$ cat config.mk
export PLATFORM = sky130hd
export DESIGN_NAME = fpmul_result_sink_flat
export DESIGN_NICKNAME = d
export VERILOG_FILES = /design/src/rtl/fpmul_result_sink_if.sv /design/src/rtl/fpmul_result_sink.sv /design/src/flat_wrapper.sv
export SDC_FILE = /design/constraint.sdc
export NUM_CORES = 1
export LEC_CHECK = 0
export ABC_CLOCK_PERIOD_IN_PS = 7040
export BUFFER_PORTS_ARGS = -buffer_cell sky130_fd_sc_hd__buf_4
export CORE_MARGIN = 10
export CORE_UTILIZATION = 36
export DETAILED_ROUTE_END_ITERATION = 8
export PLACE_DENSITY_LB_ADDON = 0.12
export SYNTH_ARGS = -nofsm -noshare
export SYNTH_HDL_FRONTEND = slang
export SYNTH_SLANG_ARGS = --single-unit
export TNS_END_PERCENT = 30
$ cat constraint.sdc
create_clock -name clk_i -period 7.04 [get_ports clk_i]
set_input_delay 0.352 -clock clk_i [delete_from_list [all_inputs] [get_ports clk_i]]
set_output_delay 0.352 -clock clk_i [all_outputs]
set_load 0.05 [all_outputs]
$ cat src/rtl/fpmul_result_sink_if.sv
// Result-sink bundle: multiplier-side operand/product signals plus the
// downstream valid/ready result port and status flags.
interface fpmul_result_sink_if #(
  parameter int WIDTH = 32,
  parameter int DEPTH = 8
);
  localparam int CW = $clog2(DEPTH) + 1;

  logic             data_en;
  logic             end_in;
  logic [WIDTH-1:0] data_z;
  logic             out_valid;
  logic             out_ready;
  logic [WIDTH-1:0] out_data;
  logic [15:0]      out_idx;
  logic [CW-1:0]    count;
  logic             overflow;
  logic             done;

  modport master (
    output data_en, end_in, data_z, out_ready,
    input  out_valid, out_data, out_idx, count, overflow, done
  );

  modport slave (
    input  data_en, end_in, data_z, out_ready,
    output out_valid, out_data, out_idx, count, overflow, done
  );
endinterface

$ cat src/rtl/fpmul_result_sink.sv
// Receive end of a valid-less fixed-latency multiplier: rebuilds result
// validity with a tag pipeline, queues indexed products, tracks end of stream.
module fpmul_result_sink #(
  parameter int LATENCY = 4,
  parameter int WIDTH   = 32,
  parameter int DEPTH   = 8
) (
  input  logic               clk_i,
  input  logic               rst_i,
  fpmul_result_sink_if.slave sink_if
);
  localparam int AW = $clog2(DEPTH);
  localparam int CW = AW + 1;

  typedef enum logic [1:0] {S_IDLE, S_RUN, S_DRAIN, S_DONE} state_e;

  state_e             state_q, state_d;
  logic [LATENCY-1:0] vld_q, vld_d;
  logic [LATENCY-1:0] last_q, last_d;
  logic               tag_en;
  logic               res_v, res_last;

  logic [WIDTH-1:0]   data_mem [DEPTH];
  logic [15:0]        idx_mem  [DEPTH];
  logic [AW-1:0]      wr_ptr_q, rd_ptr_q;
  logic [CW-1:0]      count_q, count_d;
  logic [15:0]        idx_q;
  logic               ovf_q;
  logic               full, push, pop, drop;

  // Tags are only accepted while the stream is open (IDLE or RUN).
  assign tag_en = sink_if.data_en & ((state_q == S_IDLE) | (state_q == S_RUN));

  generate
    for (genvar gi = 0; gi < LATENCY; gi++) begin : g_tag
      if (gi == 0) begin : g_head
        assign vld_d[gi]  = tag_en;
        assign last_d[gi] = tag_en & sink_if.end_in;
      end else begin : g_body
        assign vld_d[gi]  = vld_q[gi-1];
        assign last_d[gi] = last_q[gi-1];
      end
    end
  endgenerate

  assign res_v    = vld_q[LATENCY-1];
  assign res_last = last_q[LATENCY-1];

  assign full = (count_q == CW'(DEPTH));
  assign pop  = (count_q != '0) & sink_if.out_ready;
  assign push = res_v & (~full | pop);
  assign drop = res_v & full & ~pop;

  always_comb begin
    count_d = count_q;
    case ({push, pop})
      2'b10:   count_d = count_q + CW'(1);
      2'b01:   count_d = count_q - CW'(1);
      default: count_d = count_q;
    endcase
  end

  // DONE is decided on post-edge occupancy so it rises right after the last pop.
  always_comb begin
    state_d = state_q;
    case (state_q)
      S_IDLE:  if (sink_if.data_en) state_d = sink_if.end_in ? S_DRAIN : S_RUN;
      S_RUN:   if (sink_if.data_en & sink_if.end_in) state_d = S_DRAIN;
      S_DRAIN: if ((vld_d == '0) && (count_d == '0)) state_d = S_DONE;
      default: state_d = state_q;
    endcase
  end

  always_ff @(posedge clk_i) begin
    if (rst_i) begin
      state_q  <= S_IDLE;
      vld_q    <= '0;
      last_q   <= '0;
      wr_ptr_q <= '0;
      rd_ptr_q <= '0;
      count_q  <= '0;
      idx_q    <= '0;
      ovf_q    <= 1'b0;
    end else begin
      state_q <= state_d;
      vld_q   <= vld_d;
      last_q  <= last_d;
      count_q <= count_d;
      if (push) wr_ptr_q <= wr_ptr_q + AW'(1);
      if (pop)  rd_ptr_q <= rd_ptr_q + AW'(1);
      if (res_v) idx_q <= idx_q + 16'd1;
      if (drop)  ovf_q <= 1'b1;
    end
  end

  always_ff @(posedge clk_i) begin
    if (push) begin
      data_mem[wr_ptr_q] <= sink_if.data_z;
      idx_mem[wr_ptr_q]  <= idx_q;
    end
  end

  assign sink_if.out_valid = (count_q != '0);
  assign sink_if.out_data  = data_mem[rd_ptr_q];
  assign sink_if.out_idx   = idx_mem[rd_ptr_q];
  assign sink_if.count     = count_q;
  assign sink_if.overflow  = ovf_q;
  assign sink_if.done      = (state_q == S_DONE);

  a_last_implies_valid: assert property (@(posedge clk_i) disable iff (rst_i) res_last |-> res_v);
endmodule

$ cat src/flat_wrapper.sv
// flat-port wrapper written by rule: the top's interface ports become plain ports
module fpmul_result_sink_flat 
#(
  parameter int LATENCY = 4,
  parameter int WIDTH   = 32,
  parameter int DEPTH   = 8
)
  (clk_i, rst_i, sink_if_data_en, sink_if_end_in, sink_if_data_z, sink_if_out_ready, sink_if_out_valid, sink_if_out_data, sink_if_out_idx, sink_if_count, sink_if_overflow, sink_if_done);
  fpmul_result_sink_if #(.WIDTH(WIDTH), .DEPTH(DEPTH)) sink_if_i ();
  input  logic clk_i;
  input  logic rst_i;
  input wire logic [$bits(sink_if_i.data_en)-1:0] sink_if_data_en;
  input wire logic [$bits(sink_if_i.end_in)-1:0] sink_if_end_in;
  input wire logic [$bits(sink_if_i.data_z)-1:0] sink_if_data_z;
  input wire logic [$bits(sink_if_i.out_ready)-1:0] sink_if_out_ready;
  output wire logic [$bits(sink_if_i.out_valid)-1:0] sink_if_out_valid;
  output wire logic [$bits(sink_if_i.out_data)-1:0] sink_if_out_data;
  output wire logic [$bits(sink_if_i.out_idx)-1:0] sink_if_out_idx;
  output wire logic [$bits(sink_if_i.count)-1:0] sink_if_count;
  output wire logic [$bits(sink_if_i.overflow)-1:0] sink_if_overflow;
  output wire logic [$bits(sink_if_i.done)-1:0] sink_if_done;
  assign sink_if_i.data_en = sink_if_data_en;
  assign sink_if_i.end_in = sink_if_end_in;
  assign sink_if_i.data_z = sink_if_data_z;
  assign sink_if_i.out_ready = sink_if_out_ready;
  assign sink_if_out_valid = sink_if_i.out_valid;
  assign sink_if_out_data = sink_if_i.out_data;
  assign sink_if_out_idx = sink_if_i.out_idx;
  assign sink_if_count = sink_if_i.count;
  assign sink_if_overflow = sink_if_i.overflow;
  assign sink_if_done = sink_if_i.done;
  fpmul_result_sink #(.LATENCY(LATENCY), .WIDTH(WIDTH), .DEPTH(DEPTH)) u_core (.clk_i(clk_i), .rst_i(rst_i), .sink_if(sink_if_i));
endmodule
==> results of run 1 <==
critical path, stage by stage, from the launching register on:
cell and delay [ns]:
dfxtp_4 0.81, buf_4 0.75, mux4_2 0.42, mux2_2 0.32
buf_4 0.21
power breakdown:
part           total, uW  internal (uW)  switching [uW]  leakage, uW
combinational        498            211             287      0.00157
clock               2320           1400             917     0.000730
sequential          2740           2730            17.7      0.00378
final timing paths:
| kind | from | end | slack, ns | cells after the start |
|---|---|---|---|---|
| max | flop | sink_if_out_data[28] | 3.57 | 4 |
| min | sink_if_data_z[8] | u_core.data_mem[7][8]$_DFFE_PP_ | 0.04 | 1 |
| max reg2reg | u_core.vld_q[3]$_SDFF_PP0_ | u_core.idx_mem[7][0]$_DFFE_PP_ | 3.60 | 5 |
| min reg2reg | u_core.vld_q[1]$_SDFF_PP0_ | u_core.vld_q[2]$_SDFF_PP0_ | 0.47 | 1 |
sequential cells by signal, indices dropped and copies added (netlist names), named ones only:
register,count
u_core.state_q,2
u_core.rd_ptr_q,3
u_core.data_mem,256
u_core.vld_q,4
u_core.sink_if.count,4
u_core.sink_if.overflow,1
u_core.idx_q,16
u_core.wr_ptr_q,3
u_core.idx_mem,128
cell families (layout without fill, tap and decap cells):
group / count (synthesis) / in the layout / share of synthesized area [%]
xor gates and xnor gates: 21 / 21 / 1.14
AOI/OAI and AO/OA: 22 / 22 / 1.01
muxes: 149 / 149 / 17.1
and+or+nand+nor: 97 / 97 / 3.00
DFF: 420 / 420 / 76.0
adders and majority gates: 8 / 8 / 0.621
buffers and inverters: 43 / 199 / 1.11
synth_stat cells, types with 2 or more instances:
master / n
nor2_1: 41
ha_1: 8
and4_1: 3
nand3_1: 9
a221oi_1: 2
mux2_2: 48
buf_1: 8
nor2b_1: 6
dfxtp_1: 36
nor3_1: 6
inv_1: 4
o21ai_0: 2
or4_1: 2
buf_2: 8
nand4_1: 3
nand2_1: 12
edfxtp_1: 384
nand3b_1: 2
a21oi_1: 6
clkbuf_1: 21
nand2b_1: 4
xnor2_1: 7
o311ai_2: 2
mux4_2: 96
xor2_1: 14
mux2i_1: 4
o21ai_1: 2
layout make-up:
| cell class | count | share of cell area [%] |
|---|---|---|
| clock buffer | 67 | 7.08 |
| sequential | 420 | 64.1 |
| inverter | 5 | 0.0982 |
| clock inverter | 15 | 0.667 |
| multi-input combinational | 297 | 19.6 |
| tap | 592 | 3.87 |
| timing repair buffer | 112 | 4.59 |
per-stage QoR:
stage / total power, uW / area (um2) / util [%]
final: 5560 / 19100 / 43.2
after global routing: 5760 / 19100 / 43.2
after CTS: 5640 / 19100 / 43.2
after detailed placement: 3300 / 17500 / 39.7
after global placement: 3290 / 17500 / 39.7
after floorplan: 3160 / 16100 / -
timing repair:
action                                  CTS  global route
hold buffers                             10             0
endpoints found under the setup margin    0             0
hold endpoints to repair                 37             0
layer usage:
metal	track usage, %	vias up	part of all wire (%)
met2	22.4	132	52
met5	0	-	0
met3	2.37	50	3.8
met4	4.39	0	2.0
met1	15.5	4050	42
li1	-	3361	-
==> impl_summary.txt, run 1 <==
----------------------------------------------------
[Synth]
  Synth Net Count ... 805
  Largest cells by area after synthesis ... edfxtp_1, mux4_2, dfxtp_1
  Number of instances in the synthesized netlist ... 760
  Portion of the post-synthesis area used by sequential elements ... ~76%
  Fraction of registers with async set/reset ... 0%
  Synth Register Bits ... 420
  Synth unique cells ... 47
  Warning count from the yosys run ... 0
  Main synth FF type ... edfxtp_1
  Area share of the largest cell type after synthesis ... 71.6%
  Synthesized cell area ... 0.0161 mm2
  Post-synth top area cell ... edfxtp_1
  Post-synthesis area per instance ... around 21 um2
  EDFF count, synth ... roughly 380

[Layout]
  Register Area ... 0.0123 mm2
  Fraction of final layout cells sized beyond drive strength 1 ... 35.9%
  NumNets Final ... 927
  Most common cell after layout, fill and taps aside ... edfxtp_1
  Final Non-Filler Cells ... 1508
  Synthesis-to-finish area growth ... 18.6%
  Count of filler cells inserted in the layout ... 3782
  Total area of multi-input combinational cells ... roughly 0.0037 mm2
  Commonest cells after routing, fill and taps aside ... edfxtp_1, buf_4, mux4_2, clkbuf_16, mux2_2
  Inserted Diodes ... 0

[STA]
  Relative slew slack ... 38.9%
  Final hold slack ... around 0.038 ns
  Setup repair after global routing missed its margin ... no
  Shortest period the worst path allows ... 3.47 ns
  Total negative slack ... 0 ns
  Total count of max-transition violations in the final report ... 0
  Actual transition at the worst max-transition pin ... between 0.9 and 1 ns
  Post-route worst setup slack ... 3.57 ns
  Max Fclk ... 288 MHz
  Final cycle utilization of the critical path ... about 49%
  Total setup violations reported at the end of the flow ... 0
  Count of endpoints failing hold in the final timing report ... 0
  Setup Skew ... 0.0101 ns

[Floorplan]
  Die X-Extent ... 232 um
  Starting utilization of the core area ... 36.4%
  Vertical extent of the die ... 232 um
  Count of standard-cell rows ... 77
  Top-Level Pins ... 92
  Floorplan die area ... 0.0536 mm2
  Area of the core region ... roughly 0.044 mm2

[Place]
  Number of port buffers ... 91
  DP HPWL ... ~19000 um
  Minimum setup slack after placement ... 3.54 ns
  Cell count after placement ... 1416
  Routability Congestion ... 0.711

[Worst setup path]
  Arrival time at the worst endpoint ... 3.12 ns
  Kind of start point of the critical path ... flop
  Worst EP required ... 6.69 ns
  Critical Path End Type ... output port
  Crit Path Class ... reg2out
  Critical path peak fanout ... 52

[Run]
  Max-cap violations ... 0

[CTS]
  Number of buffers added by the clock tree synthesis step ... 46
  Register clock-pin slew on the reported worst setup and hold paths ... 0.06 ns
  Count of cells resized by post-cts repair ... 0
  Post-CTS setup buffer count ... 0
  CTS root buf ... clkbuf_16
  CTS tree ... done
  Clock insertion delay at the later pin of the skew report ... 0.56 ns
  Number of clock sinks ... 420
  Number of H-tree levels ... 2
  Clock buffer depth ... 3

[Power]
  Leakage component of the power ... 0.00608 uW
  Maximum vdd drop ... 0.000161 V
  Ratio of total power to cell area ... 291 mW/mm2

[Global routing]
  Pin count of the biggest net entering global routing ... 97
  Number of antenna violations at the first check in global routing ... 0
  Vias in the first global route ... 8444
  GRT Residual Overflow ... 0
  Global routing usage summed across all routing layers ... 12.7%
  Wire length of the first global-routing pass ... 51900 um

[Routing]
  Antenna Nets Post-Route ... 0
  Pre-Repair DR Iteration Count ... 4
  DR WL/cell ... about 22 um
  Detailed Route Iter0 Violations ... 396
  Vias per inst ... about 5.0
  Final wirelength ... 33900 um
  Total vias in the final route ... 7593
  DR DRC count ... 0

[Outcome]
  Status ... completed

[Worst hold path]
  Min-Delay Path Class ... in2reg

----------------------------------------------------
Power figures use the tool's default switching activity.
==> run 2: changes to the inputs <==
--- a/config.mk
+++ b/config.mk
@@ -5,7 +5,8 @@
 export SDC_FILE = /design/constraint.sdc
 export NUM_CORES = 1
 export LEC_CHECK = 0
-export ABC_CLOCK_PERIOD_IN_PS = 7040
+export ABC_AREA = 1
+export ABC_CLOCK_PERIOD_IN_PS = 3300
 export BUFFER_PORTS_ARGS = -buffer_cell sky130_fd_sc_hd__buf_4
 export CORE_MARGIN = 10
 export CORE_UTILIZATION = 36
==> constraint.sdc (replaced) <==
create_clock -name clk_i -period 3.3 [get_ports clk_i]
set_input_delay 0.165 -clock clk_i [delete_from_list [all_inputs] [get_ports clk_i]]
set_output_delay 0.165 -clock clk_i [all_outputs]
set_load 0.05 [all_outputs]
==> run 2 against run 1 <==
  * Clock skew up 0.0021 ns
  * Sequential power up 120%
  * Largest power group unchanged
  * Sequential share of layout area down 1.9 points
  * Worst setup slack worse by 3.2 ns
  * Critical endpoint is now sink_if_out_idx[6]
  * Flip-flop and latch count unchanged
  * Hold slack better by 0.058 ns
==> impl_summary.txt, run 2 <==
----------------------------------------------------
[Floorplan]
  Area of the core region ... 0.0453 mm2 (was 0.0442 mm2)
  Vertical extent of the die ... 234 um (was 232 um)
  Starting utilization of the core area ... 36.3% (was 36.4%)
  Top-Level Pins ... 92 (unchanged)
  Die X-Extent ... 234 um (was 232 um)
  Floorplan die area ... 0.0546 mm2 (was 0.0536 mm2)
  Count of standard-cell rows ... 78 (was 77)

[Global routing]
  Wire length of the first global-routing pass ... 61800 um (was 51900 um)
  GRT Residual Overflow ... 0 (unchanged)
  Pin count of the biggest net entering global routing ... 114 (was 97)
  Number of antenna violations at the first check in global routing ... 0 (unchanged)
  Vias in the first global route ... 10400 (was 8444)
  Global routing usage summed across all routing layers ... 14.6% (was 12.7%)

[Routing]
  DR DRC count ... 0 (unchanged)
  Vias per inst ... 5.00 (was 5.04)
  DR WL/cell ... 19.1 um (was 22.5 um)
  Final wirelength ... 39800 um (was 33900 um)
  Pre-Repair DR Iteration Count ... 5 (was 4)
  Detailed Route Iter0 Violations ... 717 (was 396)
  Total vias in the final route ... 10400 (was 7593)
  Antenna Nets Post-Route ... 0 (unchanged)

[STA]
  Setup repair after global routing missed its margin ... no (unchanged)
  Setup Skew ... 0.0123 ns (was 0.0101 ns)
  Relative slew slack ... 44.0% (was 38.9%)
  Shortest period the worst path allows ... between 2 and 3 ns
  Total setup violations reported at the end of the flow ... 0 (unchanged)
  Count of endpoints failing hold in the final timing report ... 0 (unchanged)
  Actual transition at the worst max-transition pin ... 0.839 ns (was 0.916 ns)
  Max Fclk ... 340 MHz
  Final cycle utilization of the critical path ... 89.1%
  Total count of max-transition violations in the final report ... 0 (unchanged)

[Worst setup path]
  Worst EP required ... 3.13 ns (was 6.69 ns)
  Kind of start point of the critical path ... flop (unchanged)
  Depth of the most critical reg-to-reg path ... 7 (was 5)
  Arrival time at the worst endpoint ... 2.78 ns (was 3.12 ns)
  Crit Path Class ... reg2out (unchanged)
  Critical Path End Type ... output port (unchanged)
  Critical path peak fanout ... 55 (was 52)

[Synth]
  Post-synth top cells ... edfxtp_1, nor2_1, o21ai_0 (was edfxtp_1, mux4_2, mux2_2)
  Portion of the post-synthesis area used by sequential elements ... 74.6% (was 76.0%)
  Synth Register Bits ... 420 (unchanged)
  Synth unique cells ... 31 (was 47)
  Fraction of registers with async set/reset ... 0% (unchanged)
  Synthesized cell area ... 0.0164 mm2 (was 0.0161 mm2)
  Share of the synthesized netlist area taken by xor and xnor gates ... 0.0533% (was 1.14%)
  Post-synth top area cell ... edfxtp_1 (unchanged)
  Post-synthesis area per instance ... 12.3 um2 (was 21.2 um2)
  Warning count from the yosys run ... 0 (unchanged)
  Largest cells by area after synthesis ... edfxtp_1, nor2_1, o21ai_0 (was edfxtp_1, mux4_2, dfxtp_1)
  Number of instances in the synthesized netlist ... 1332 (was 760)
  Simple-gate share of the synthesized area ... 11.4% (was 3.00%)
  Synthesized-area fraction occupied by adder cells ... 0.609% (was 0.621%)
  Area share of the largest cell type after synthesis ... 70.2% (was 71.6%)
  Main synth FF type ... edfxtp_1 (unchanged)
  Combinational family with the most area after synthesis ... simple AND/OR/NAND/NOR gates (was multiplexers)
  Multiplexer fraction of the synthesized cell area ... 0.0609% (was 17.1%)
  Synth Net Count ... 1377 (was 805)
  Compound-gate portion of the synthesized area ... 10.6% (was 1.01%)
  EDFF count, synth ... 384 (unchanged)
  Most frequent cell after synthesis ... edfxtp_1 (unchanged)

[Layout]
  Fraction of final layout cells sized beyond drive strength 1 ... 13.6% (was 35.9%)
  Max reg flops ... 256 (unchanged)
  Final design area excluding fillers ... 0.0197 mm2 (was 0.0191 mm2)
  Biggest registers after layout ... u_core.data_mem (256), u_core.idx_mem (128), u_core.idx_q (16) (unchanged)
  Inserted Diodes ... 0 (unchanged)
  Most common cell after layout, fill and taps aside ... edfxtp_1 (unchanged)
  Register name with the most flops ... u_core.data_mem (unchanged)
  Commonest cells after routing, fill and taps aside ... edfxtp_1, nor2_1, o21ai_0, buf_4, a31oi_1 (was edfxtp_1, buf_4, mux4_2, clkbuf_16, mux2_2)
  Count of filler cells inserted in the layout ... 4242 (was 3782)
  Post-Route Utilization ... 43.5% (was 43.2%)
  Synthesis-to-finish area growth ... 19.8% (was 18.6%)
  NumNets Final ... 1499 (was 927)

[CTS]
  Number of H-tree levels ... 2 (unchanged)
  Clock insertion delay at the later pin of the skew report ... 0.56 ns (about the same)
  Register clock-pin slew on the reported worst setup and hold paths ... 0.06 ns (about the same)
  Post-CTS setup buffer count ... 0 (unchanged)
  Number of clock sinks ... 420 (unchanged)
  CTS tree ... done (unchanged)
  Clock buffer depth ... 3 (unchanged)
  CTS root buf ... clkbuf_16 (unchanged)
  Number of buffers added by the clock tree synthesis step ... 46 (unchanged)

[Place]
  Post-placement cell area ... 0.0179 mm2 (was 0.0175 mm2)
  Routability Congestion ... 0.759 (was 0.711)
  DP HPWL ... 21600 um (was 19000 um)
  Number of port buffers ... 91 (unchanged)

[Worst hold path]
  Min-Delay Path Class ... in2reg (unchanged)
  Hold path depth ... 4 (was 1)

[Run]
  Max-cap violations ... 0 (unchanged)

[Power]
  Ratio of total power to cell area ... 825 mW/mm2 (was 291 mW/mm2)
  Maximum vdd drop ... 0.000402 V (was 0.000161 V)
  Leakage component of the power ... 0.00670 uW (was 0.00608 uW)

[Outcome]
  Status ... completed (unchanged)

----------------------------------------------------
==> run 2: changes by cell type after synthesis, sizes merged, moves of 48 or more <==
cell / change
a31oi: +48
o21ai: +201
mux2: -49
nor2: +334
o22ai: +48
mux4: -96
==> run 2: worst max-delay path: stages (launching register included) <==
cell,delay (ns)
dfxtp_4,0.73
buf_12,0.37
o21ai_0,0.14
o22ai_1,0.18
nor2_1,0.05
a31oi_1,0.42
buf_4,0.30
==> run 2: power by group <==
part	leakage (uW)	total [uW]	internal (uW)	switching, uW
logic	0.00224	5380	1560	3810
registers	0.00376	6010	5850	157
clock network	0.000696	4860	2870	1980
total	0.00670	16200	10300	5950
==> run 2: routing by layer <==
layer  routed length, um  global-route usage, %  part of all wire [%]
met5                   0                      0                     0
met4                 762                   4.50                   1.9
met3                1740                   2.67                   4.4
met2               18800                   23.6                    47
met1               18500                   19.5                    47
==> run 2: per-stage QoR <==
stage | hold slack (ns) | std cells | worst slack [ns] | TNS (ns) | power (uW)
floorplan | 0.264 | 1332 | -0.494 | -181.85 | 9800
global placement | 0.401 | 1970 | 0.958 | 0 | 11500
detailed placement | 0.402 | 1970 | 0.944 | 0 | 11500
CTS | 0.0766 | 2089 | 0.325 | 0 | 16500
global route | 0.128 | 2089 | 0.214 | 0 | 17100
finish | 0.0961 | 2089 | 0.359 | 0 | 16200
==> run 2: timing repair <==
item                                   in CTS  in global routing
gates resized for setup                     0                  0
hold buffers                               36                  0
endpoints found under the hold margin     273                  0
==> run 2: cells by family after synthesis <==
kind of cell / count (synthesis)
DFF: 420
buffers and inverters: 116
xor gates and xnor gates: 1
and+or+nand+nor: 463
adders and majority gates: 8
muxes: 1
AOI/OAI and AO/OA: 323
==> run 2: layout make-up <==
cell class | instances | area, um2 | share of cell area [%]
clock inverters | 16 | 120 | 0.610
clock buffers | 67 | 1300 | 6.60
flip-flops and latches | 420 | 12300 | 62.2
inverters | 39 | 151 | 0.769
multi-input cells | 796 | 3790 | 19.2
repair buffers | 151 | 1320 | 6.72
well taps | 600 | 751 | 3.81
==> run 2: path summary, 6_finish.rpt <==
| check | startpoint | endpoint | slack [ns] |
|---|---|---|---|
| max | flop | sink_if_out_idx[6] | 0.36 |
| min reg2reg | u_core.vld_q[1]$_SDFF_PP0_ | u_core.vld_q[2]$_SDFF_PP0_ | 0.42 |
| max reg2reg | u_core.sink_if.count[1]$_SDFF_PP0_ | u_core.data_mem[2][9]$_DFFE_PP_ | 0.99 |
| min | sink_if_out_ready | flop | 0.1 |
